### src/rtl/fp_mult_arb_pkg.sv
// Shared definitions for the fp_mult_arbiter slice.
//   calc_w   : operand/result width from mantissa and exponent widths.
//   calc_idw : requester-id width, $clog2(num_req) with a minimum of 1.
//   tag_t    : in-flight tag carried alongside the multiplier pipe.
package fp_mult_arb_pkg;

  // Requester ids are stored at a fixed width that covers the largest legal
  // requester count (8); narrower configurations leave the top bits zero.
  localparam int unsigned IDW = 3;

  function automatic int unsigned calc_w(int unsigned sig_width, int unsigned ex_width);
    return sig_width + ex_width + 1;
  endfunction

  function automatic int unsigned calc_idw(int unsigned num_req);
    return (num_req > 1) ? $clog2(num_req) : 1;
  endfunction

  typedef struct packed {
    logic           valid;
    logic [IDW-1:0] id;
  } tag_t;

endpackage

### src/rtl/fp_mult_arbiter_rr_arbiter.sv
// One-hot grant generator for the shared multiplier.
// Default build: round-robin. The search starts at the pointer (masked
// priority encode); if nothing at or above the pointer is eligible, the
// unmasked request vector is used. The pointer moves to one past the granted
// index and holds when nothing is granted.
// With FP_MULT_ARB_FIXED_PRIO_EN defined: plain priority encoder, the lowest
// eligible index wins, and there is no pointer state.
// Ports:
//   clk, rst_n : clock, async active-low reset (pointer only)
//   eligible   : per-requester eligibility
//   grant      : one-hot grant, or zero when nothing is eligible
module rr_arbiter
  import fp_mult_arb_pkg::*;
#(
  parameter int unsigned NUM_REQ = 4
) (
  input  logic               clk,
  input  logic               rst_n,
  input  logic [NUM_REQ-1:0] eligible,
  output logic [NUM_REQ-1:0] grant
);

`ifdef FP_MULT_ARB_FIXED_PRIO_EN

  logic unused_clk_rst;
  assign unused_clk_rst = clk ^ rst_n;

  always_comb begin
    logic found;
    grant = '0;
    found = 1'b0;
    for (int i = 0; i < NUM_REQ; i++) begin
      if (!found && eligible[i]) begin
        grant[i] = 1'b1;
        found    = 1'b1;
      end
    end
  end

`else

  localparam int unsigned PW = calc_idw(NUM_REQ);

  logic [PW-1:0] ptr_q, ptr_d;

  always_comb begin
    logic          found;
    logic [PW-1:0] gidx;
    grant = '0;
    found = 1'b0;
    gidx  = '0;
    // Masked pass: indices at or above the pointer.
    for (int i = 0; i < NUM_REQ; i++) begin
      if (!found && eligible[i] && (PW'(i) >= ptr_q)) begin
        grant[i] = 1'b1;
        gidx     = PW'(i);
        found    = 1'b1;
      end
    end
    // Unmasked pass covers the wrap-around.
    for (int i = 0; i < NUM_REQ; i++) begin
      if (!found && eligible[i]) begin
        grant[i] = 1'b1;
        gidx     = PW'(i);
        found    = 1'b1;
      end
    end
    ptr_d = ptr_q;
    if (found) begin
      ptr_d = (gidx == PW'(NUM_REQ - 1)) ? '0 : gidx + PW'(1);
    end
  end

  always_ff @(posedge clk or negedge rst_n) begin
    if (!rst_n) begin
      ptr_q <= '0;
    end else begin
      ptr_q <= ptr_d;
    end
  end

`endif

endmodule

### src/rtl/fp_mult_arbiter.sv
// Shares one pipelined FP multiplier between NUM_REQ requesters. Each
// requester may have a single operation outstanding; one issue per cycle is
// granted, a tag pipe matched to the multiplier latency tracks the owner, and
// the result lands in that requester's holding register until accepted.
// Optional: FP_MULT_ARB_FIXED_PRIO_EN selects fixed lowest-index priority
// instead of round-robin (see rr_arbiter).
// Ports:
//   clk, rst_n              : clock, async active-low reset
//   req_valid/req_ready     : per-requester issue handshake (ready is the grant)
//   req_a, req_b            : per-requester operands
//   rsp_valid/rsp_ready     : per-requester result handshake
//   rsp_data                : per-requester held result
//   mul_in_valid, mul_a/b   : issue to the shared multiplier
//   mul_out                 : multiplier result, MULT_LAT cycles after issue
module fp_mult_arbiter
  import fp_mult_arb_pkg::*;
#(
  parameter int unsigned NUM_REQ   = 4,
  parameter int unsigned sig_width = 23,
  parameter int unsigned ex_width  = 8,
  parameter int unsigned MULT_LAT  = 3,
  localparam int unsigned W        = calc_w(sig_width, ex_width)
) (
  input  logic                        clk,
  input  logic                        rst_n,
  input  logic [NUM_REQ-1:0]          req_valid,
  output logic [NUM_REQ-1:0]          req_ready,
  input  logic [NUM_REQ-1:0][W-1:0]   req_a,
  input  logic [NUM_REQ-1:0][W-1:0]   req_b,
  output logic [NUM_REQ-1:0]          rsp_valid,
  input  logic [NUM_REQ-1:0]          rsp_ready,
  output logic [NUM_REQ-1:0][W-1:0]   rsp_data,
  output logic                        mul_in_valid,
  output logic [W-1:0]                mul_a,
  output logic [W-1:0]                mul_b,
  input  logic [W-1:0]                mul_out
);

  logic [NUM_REQ-1:0]        busy_q, busy_d;
  logic [NUM_REQ-1:0]        eligible, grant;
  logic [IDW-1:0]            grant_id;
  tag_t [MULT_LAT-1:0]       tag_q, tag_d;
  tag_t                      tag_out;
  logic [NUM_REQ-1:0]        rsp_valid_q, rsp_valid_d;
  logic [NUM_REQ-1:0][W-1:0] rsp_data_q, rsp_data_d;

  // Nothing is offered while reset is held, so req_ready reads 0 immediately.
  assign eligible = req_valid & ~busy_q & {NUM_REQ{rst_n}};

  rr_arbiter #(
    .NUM_REQ (NUM_REQ)
  ) u_rr_arbiter (
    .clk      (clk),
    .rst_n    (rst_n),
    .eligible (eligible),
    .grant    (grant)
  );

  assign req_ready    = grant;
  assign mul_in_valid = |grant;

  always_comb begin
    mul_a    = '0;
    mul_b    = '0;
    grant_id = '0;
    for (int i = 0; i < NUM_REQ; i++) begin
      if (grant[i]) begin
        mul_a    = req_a[i];
        mul_b    = req_b[i];
        grant_id = IDW'(i);
      end
    end
  end

  // Tag pipe: stage MULT_LAT-1 lines up with mul_out.
  always_comb begin
    tag_d          = tag_q;
    tag_d[0].valid = mul_in_valid;
    tag_d[0].id    = grant_id;
    for (int s = 1; s < MULT_LAT; s++) begin
      tag_d[s] = tag_q[s-1];
    end
  end

  assign tag_out = tag_q[MULT_LAT-1];

  always_comb begin
    rsp_valid_d = rsp_valid_q;
    rsp_data_d  = rsp_data_q;
    busy_d      = busy_q | grant;
    for (int k = 0; k < NUM_REQ; k++) begin
      if (rsp_valid_q[k] && rsp_ready[k]) begin
        rsp_valid_d[k] = 1'b0;
        busy_d[k]      = 1'b0;
      end
      // Busy guarantees the slot is empty when its result arrives.
      if (tag_out.valid && (tag_out.id == IDW'(k))) begin
        rsp_valid_d[k] = 1'b1;
        rsp_data_d[k]  = mul_out;
      end
    end
  end

  always_ff @(posedge clk or negedge rst_n) begin
    if (!rst_n) begin
      busy_q      <= '0;
      tag_q       <= '0;
      rsp_valid_q <= '0;
      rsp_data_q  <= '0;
    end else begin
      busy_q      <= busy_d;
      tag_q       <= tag_d;
      rsp_valid_q <= rsp_valid_d;
      rsp_data_q  <= rsp_data_d;
    end
  end

  assign rsp_valid = rsp_valid_q;
  assign rsp_data  = rsp_data_q;

endmodule

### config.mk
export PLATFORM = sky130hd
export DESIGN_NAME = fp_mult_arbiter
export DESIGN_NICKNAME = d
export VERILOG_FILES = /design/src/rtl/fp_mult_arb_pkg.sv /design/src/rtl/fp_mult_arbiter_rr_arbiter.sv /design/src/rtl/fp_mult_arbiter.sv
export SDC_FILE = /design/constraint.sdc
export NUM_CORES = 1
export LEC_CHECK = 0
export ABC_CLOCK_PERIOD_IN_PS = 2300
export BUFFER_PORTS_ARGS = -buffer_cell sky130_fd_sc_hd__buf_2
export CORE_AREA = 2 2 194 196
export CTS_CLUSTER_DIAMETER = 60
export CTS_CLUSTER_SIZE = 14
export DETAILED_ROUTE_END_ITERATION = 7
export DIE_AREA = 0 0 196 198
export PLACE_DENSITY = 0.48
export SETUP_SLACK_MARGIN = 0.1
export SLEW_MARGIN = 30
export SYNTH_ARGS = -nofsm -noshare
export SYNTH_HDL_FRONTEND = slang
export SYNTH_SLANG_ARGS = --single-unit
### constraint.sdc
create_clock -name clk -period 2.3 [get_ports clk]
set_clock_uncertainty 0.2 [all_clocks]
set_input_delay 0.46 -clock clk [delete_from_list [all_inputs] [get_ports clk]]
set_output_delay 0.46 -clock clk [all_outputs]
set_load 0.05 [all_outputs]
==> results of run 1 <==
path summary, 6_finish.rpt:
kind                               from                    end  slack (ns)  cells past startpoint
setup / recovery              busy_q[0]              mul_b[19]       -0.92                      9
hold / removal                    rst_n  u_rr_arbiter.ptr_q[1]        0.03                      2
setup reg to reg              busy_q[1]               tag_d[5]        0.15                     10
hold reg to reg                tag_d[4]               tag_d[8]        0.15                      0
max in group asynchronous         rst_n           rsp_data[47]        0.72                      3
min in group clk           rsp_ready[3]              busy_q[3]        0.03                      2
per-stage QoR:
stage | worst slack [ns] | instance area (µm²)
finish | -0.922 | 14000
global route | -1.02 | 14000
CTS | -0.952 | 13300
detailed placement | -0.690 | 11500
global placement | -0.685 | 11500
floorplan | -0.370 | 7920
critical path, delay by kind of cell, from the launching register on:
family | cells | cell delay, ns
simple gates | 1 | 0.21
compound gates | 3 | 0.52
flops | 1 | 0.38
buf+inv | 5 | 1.02
flip-flops by register name (all words and copies together), names as in the netlist:
register            count
busy_q                  4
rsp_data              128
rsp_valid               4
tag_d                   6
tag_out                 3
u_rr_arbiter.ptr_q      2
logic make-up after synthesis:
family	share of synthesized area, %
AO/OA/AOI/OAI	20.4
flip-flops	51.4
multiplexers	20.1
buffers and inverters	5.14
AND/OR/NAND/NOR	2.94
metal layers:
layer,share of wire (%),GRT usage [%],vias up
met3,9.1,5.52,52
met1,39,21.4,3783
li1,-,-,3453
met4,3.2,5.95,0
met2,49,28.9,360
met5,0,0,-
Yosys cell counts (4+ instances only):
cell	instances
a21oi_1	68
nand2b_1	4
buf_6	13
inv_1	8
nor2_1	7
nor2b_1	4
o22ai_1	64
a32oi_1	64
mux2_2	128
o21ai_0	10
buf_2	15
clkbuf_1	27
dfrtp_1	147
power by group through the flow:
stage	Clock, µW	Combinational (µW)	Sequential, µW
detailed placement	0	13800	4520
global placement	0	13800	4480
finish	2760	15800	4470
CTS	2870	15100	4480
global route	2950	16300	4650
floorplan	0	5760	8680
cell usage in the layout, fill, tap and decap left out, types with 13 or more instances in the layout:
| cell type | instances |
|---|---|
| buf_6 | 51 |
| buf_12 | 25 |
| mux2_2 | 128 |
| buf_4 | 52 |
| a32oi_4 | 22 |
| clkbuf_16 | 26 |
| a32oi_1 | 13 |
| o22ai_2 | 26 |
| a32oi_2 | 29 |
| o22ai_1 | 31 |
| buf_2 | 433 |
| a21oi_4 | 62 |
| dfrtp_1 | 147 |
area by class of cell:
cell class / count / area share (%)
multi-input cells: 378 / 34.4
repair buffers: 592 / 30.5
flip-flops and latches: 147 / 26.2
well taps: 474 / 4.23
clock buffers: 17 / 3.03
clock inverters: 15 / 1.16
inverters: 9 / 0.321
diodes: 5 / 0.0893
repair_timing:
| item | CTS | global route |
|---|---|---|
| resized for setup | 192 | 81 |
| setup endpoints to repair | 70 | 70 |
| hold buffers | 1 | 0 |
| buffers inserted | 6 | 7 |
| hold endpoints to repair | 2 | 0 |
| gates cloned | 6 | 9 |
| pin swaps | 17 | 18 |
==> out/results.tsv, run 1 <==
stage	metric	value	unit
run_status	status	finished, violations left	
run_status	failing checks	negative setup slack	
finish	Util after Layout	37.9	%
setup_path	CP arrival	2.56	ns
grt	initial antenna violation count	13	
setup_path	Crit path largest cell delay	0.38	ns
sta	Slew HR	51.8	%
sta	# setup viols final	68	
placed_design	PortBufs	498	
sta	Peak Freq	310	MHz
routing	final WL	36300	µm
sta	final clock period utilization by the worst path	140	%
flow_run	max-cap check violation count	0	
power	worst vdd ir	0.000943	V
sta	minimum clock period	3.22	ns
cts	Worst-Skew Late Latency	0.42	ns
sta	unrepaired setup endpoints after global routing	true	
setup_path	Worst setup EP type	output pin	
placed_design	HPWL reported at the end of detailed placement	26500	µm
floorplan	total die area	38800	µm²
finish	Area Overhead vs Synth	95.9	%
yosys	synthesized area	7160	µm²
yosys	syn_nets	889	
hold_path	HP Class	in -> async	
yosys	Synth Register Bits	147	
cts	Num CTS Buffers	17	
yosys	synthesis warning total	0	
power	power after layout	23000	µW
yosys	Area contributors post-synth	dfrtp_1, mux2_2, a32oi_1	
cts	Clock Pin Slew Worst Setup and Hold Paths	0.07	ns
sta	final hold vios	0	
setup_path	slowest CP cell	dfrtp_1	
yosys	Yosys top cell by area	dfrtp_1	
placed_design	placer's final routability congestion estimate	0.814	
power	register share of total power	19.4	%
cts	clk buf depth	2	
yosys	Seq/Total Area, Yosys	51.4	%
floorplan	Ports	499	
sta	pin slew with the least headroom to its limit	0.722	ns
finish	filler cell count	3651	
sta	fin. max-slew vios	0	
routing	vias	7648	
floorplan	Die W	196	µm
routing	Vias/cell	4.67	
power	Net Sw Power	12100	µW
floorplan	Row Count	71	
power	PD cells	1640	nW/µm²
floorplan	Core Region	37000	µm²
grt	Overflow after GRT	0	
yosys	Post-Syn Area per Cell	12.1	µm²
floorplan	Die H	198	µm
power	switching share of power	52.8	%
grt	GRT Overall Usage	17.4	%
placed_design	dpl cells	1573	
yosys	Post-synth EDFFs	0	
routing	Residual DRC	0	
finish	area of the multi-input gates	4830	µm²
routing	Detail Route Antenna Nets	0	
setup_path	crit-path cells	buf_4 -> nand4bb_1 -> buf_4 -> o22ai_4 -> buf_4 -> a32oi_2 -> buf_4 -> a21oi_4 -> buf_12	
yosys	Yosys cell types	35	
cts	clock tree from TritonCTS	done	
grt	first-pass GRT wire length	50300	µm
power	Logic pwr share	68.5	%
grt	number of global-route vias before repair	7715	
finish	Final Instance Count excl. Fillers	1637	
power	Power Internal	10900	µW
setup_path	critical path data required time	1.64	ns
routing	post-DR wirelength/cell	22.2	µm
cts	clock sink count	147	
power	LEAKAGE	0.00608	µW
setup_path	crit-path most repeated cell	buf_4	
cts	H-tree depth	4	
routing	DRT iter0 DRCs	230	
floorplan	Initial Util	19.4	%
sta	Final Hold Slack	0.0305	ns
power	Clock Power Share	12.0	%
yosys	Mapped Cells	591	
sta	setup_tns	-55.51	ns
setup_path	critical path peak fanout	12	
finish	FF+latch area	3680	µm²
finish	NumNets Final	1443	
setup_path	critical path type	reg -> out	
grt	largest net degree at the start of global routing	76	
routing	DRT Pass-1 Iters	4	
sta	setup ws final	-0.922	ns
setup_path	startpoint types	flop	
cts	Root Driver	clkbuf_16	
yosys	Post-synth ARST share	100	%
yosys	Most used DFF post-synth	dfrtp_1	
yosys	post-synth top area share	51.4	%
finish	share of layout cells above drive strength 1	79.7	%
Power figures use the tool's default switching activity.
==> inputs of run 2 (changes only) <==
HOLD_SLACK_MARGIN = 0.08   (was unset)
==> out/results.tsv, run 2 (synthesis gave the netlist of run 1 again) <==
stage	metric	value	unit
power	LEAKAGE	0.00610	µW
routing	DRT iter0 DRCs	251	
setup_path	crit-path cells	buf_4 -> nand4bb_1 -> buf_4 -> o22ai_4 -> buf_4 -> a32oi_2 -> buf_4 -> a21oi_4 -> buf_12	
setup_path	startpoint types	flop	
setup_path	flop2flop setup slack	0.15	ns
setup_path	critical path peak fanout	12	
grt	number of global-route vias before repair	7737	
routing	DRT Pass-1 Iters	4	
setup_path	Crit path largest cell delay	0.38	ns
setup_path	critical path data required time	1.64	ns
sta	# setup viols final	68	
sta	unrepaired setup endpoints after global routing	true	
sta	Slew HR	52.1	%
cts	clk buf depth	2	
placed_design	HPWL reported at the end of detailed placement	26500	µm
routing	vias	7694	
floorplan	Die W	196	µm
finish	NumNets Final	1447	
placed_design	placer's final routability congestion estimate	0.814	
floorplan	total die area	38800	µm²
power	power after layout	23000	µW
routing	Detail Route Antenna Nets	0	
power	PD cells	1640	nW/µm²
cts	clock sink count	147	
floorplan	Ports	499	
routing	final WL	36400	µm
setup_path	CP arrival	2.56	ns
sta	pin slew with the least headroom to its limit	0.719	ns
hold_path	HP Class	in -> async	
grt	initial antenna violation count	12	
finish	max reg flops	128	
grt	first-pass GRT wire length	50400	µm
cts	Num CTS Buffers	17	
flow_run	max-cap check violation count	0	
floorplan	Row Count	71	
floorplan	Die H	198	µm
grt	GRT Overall Usage	17.5	%
placed_design	PortBufs	498	
sta	final hold vios	0	
setup_path	crit-path most repeated cell	buf_4	
run_status	failing checks	negative setup slack	
grt	Overflow after GRT	0	
finish	Area Overhead vs Synth	96.5	%
cts	Clock Pin Slew Worst Setup and Hold Paths	0.07	ns
placed_design	dpl cells	1573	
setup_path	Worst setup EP type	output pin	
power	worst vdd ir	0.000943	V
floorplan	Core Region	37000	µm²
sta	Peak Freq	310	MHz
routing	Residual DRC	0	
cts	H-tree depth	4	
finish	share of layout cells above drive strength 1	79.4	%
cts	clock tree from TritonCTS	done	
routing	post-DR wirelength/cell	22.1	µm
cts	Worst-Skew Late Latency	0.42	ns
cts	Root Driver	clkbuf_16	
setup_path	critical path type	reg -> out	
finish	most frequent cells in the layout	buf_2, dfrtp_1, mux2_2	
sta	final clock period utilization by the worst path	140	%
setup_path	slowest CP cell	dfrtp_1	
routing	Vias/cell	4.68	
run_status	status	finished, violations left	
floorplan	Initial Util	19.4	%
finish	filler cell count	3645	
sta	fin. max-slew vios	0	
finish	commonest non-fill, non-tap cell in the layout	buf_2	
sta	Final Hold Slack	0.0287	ns
sta	setup ws final	-0.922	ns
grt	largest net degree at the start of global routing	76	
placed_design	Post-Place Worst Slack	-0.690	ns
finish	Final Instance Count excl. Fillers	1643	
sta	minimum clock period	3.22	ns
-- run 2: layout make-up --
class / instances / area [µm²] / area share (%)
inverters: 9 / 45.0 / 0.320
multi-input cells: 378 / 4830 / 34.3
well taps: 474 / 593 / 4.22
repair buffers: 596 / 4310 / 30.7
flip-flops and latches: 147 / 3680 / 26.2
diodes: 7 / 17.5 / 0.125
clock buffers: 17 / 425 / 3.02
clock inverters: 15 / 163 / 1.16
-- run 2: worst paths after layout --
| check | start | to | depth (start not counted) |
|---|---|---|---|
| setup / recovery | busy_q[0] | mul_b[19] | 9 |
| min in group clk | mul_out[29] | rsp_data[93] | 2 |
| setup reg to reg | busy_q[1] | tag_d[5] | 10 |
| hold reg to reg | tag_d[4] | tag_d[8] | 0 |
| hold / removal | rst_n | u_rr_arbiter.ptr_q[1] | 2 |
| max in group asynchronous | rst_n | rsp_data[47] | 3 |
-- run 2: layer usage --
layer | wire length [µm] | GRT usage [%] | vias up
li1 | - | - | 3469
met2 | 17700 | 28.9 | 376
met1 | 14200 | 21.5 | 3797
met5 | 0 | 0 | -
met4 | 1150 | 5.95 | 0
met3 | 3400 | 5.47 | 52
-- run 2: worst max-delay path: cells and delay by family, from the launching register on --
family,cells,cell delay (ns)
AND/OR/NAND/NOR,1,0.21
buffers and inverters,5,1.02
flip-flops,1,0.38
AO/OA/AOI/OAI,3,0.52
-- run 2: power breakdown --
part | switching, µW | internal [µW] | total [µW]
Clock | 1220 | 1540 | 2770
Sequential | 604 | 3870 | 4470
Combinational | 10300 | 5450 | 15800
-- run 2: stage by stage --
| step | instance area, µm² | setup TNS [ns] | utilization, % |
|---|---|---|---|
| 2_1_floorplan | 7920 | -23.20 | - |
| 3_3_place_gp | 11500 | -66.06 | 31.1 |
| 3_5_place_dp | 11500 | -41.95 | 31.1 |
| 4_1_cts | 13400 | -56.43 | 36.2 |
| 5_1_grt | 14100 | -62.30 | 38.0 |
| 6_report | 14100 | -55.50 | 38.1 |
-- run 2: timing repair --
| action | in CTS | in global routing |
|---|---|---|
| buffers inserted | 6 | 7 |
| hold buffers | 5 | 0 |
| endpoints found under the hold margin | 9 | 0 |
| cloned | 6 | 9 |
| resized for setup | 192 | 81 |
| pin swaps | 17 | 18 |
| endpoints found under the setup margin | 70 | 70 |
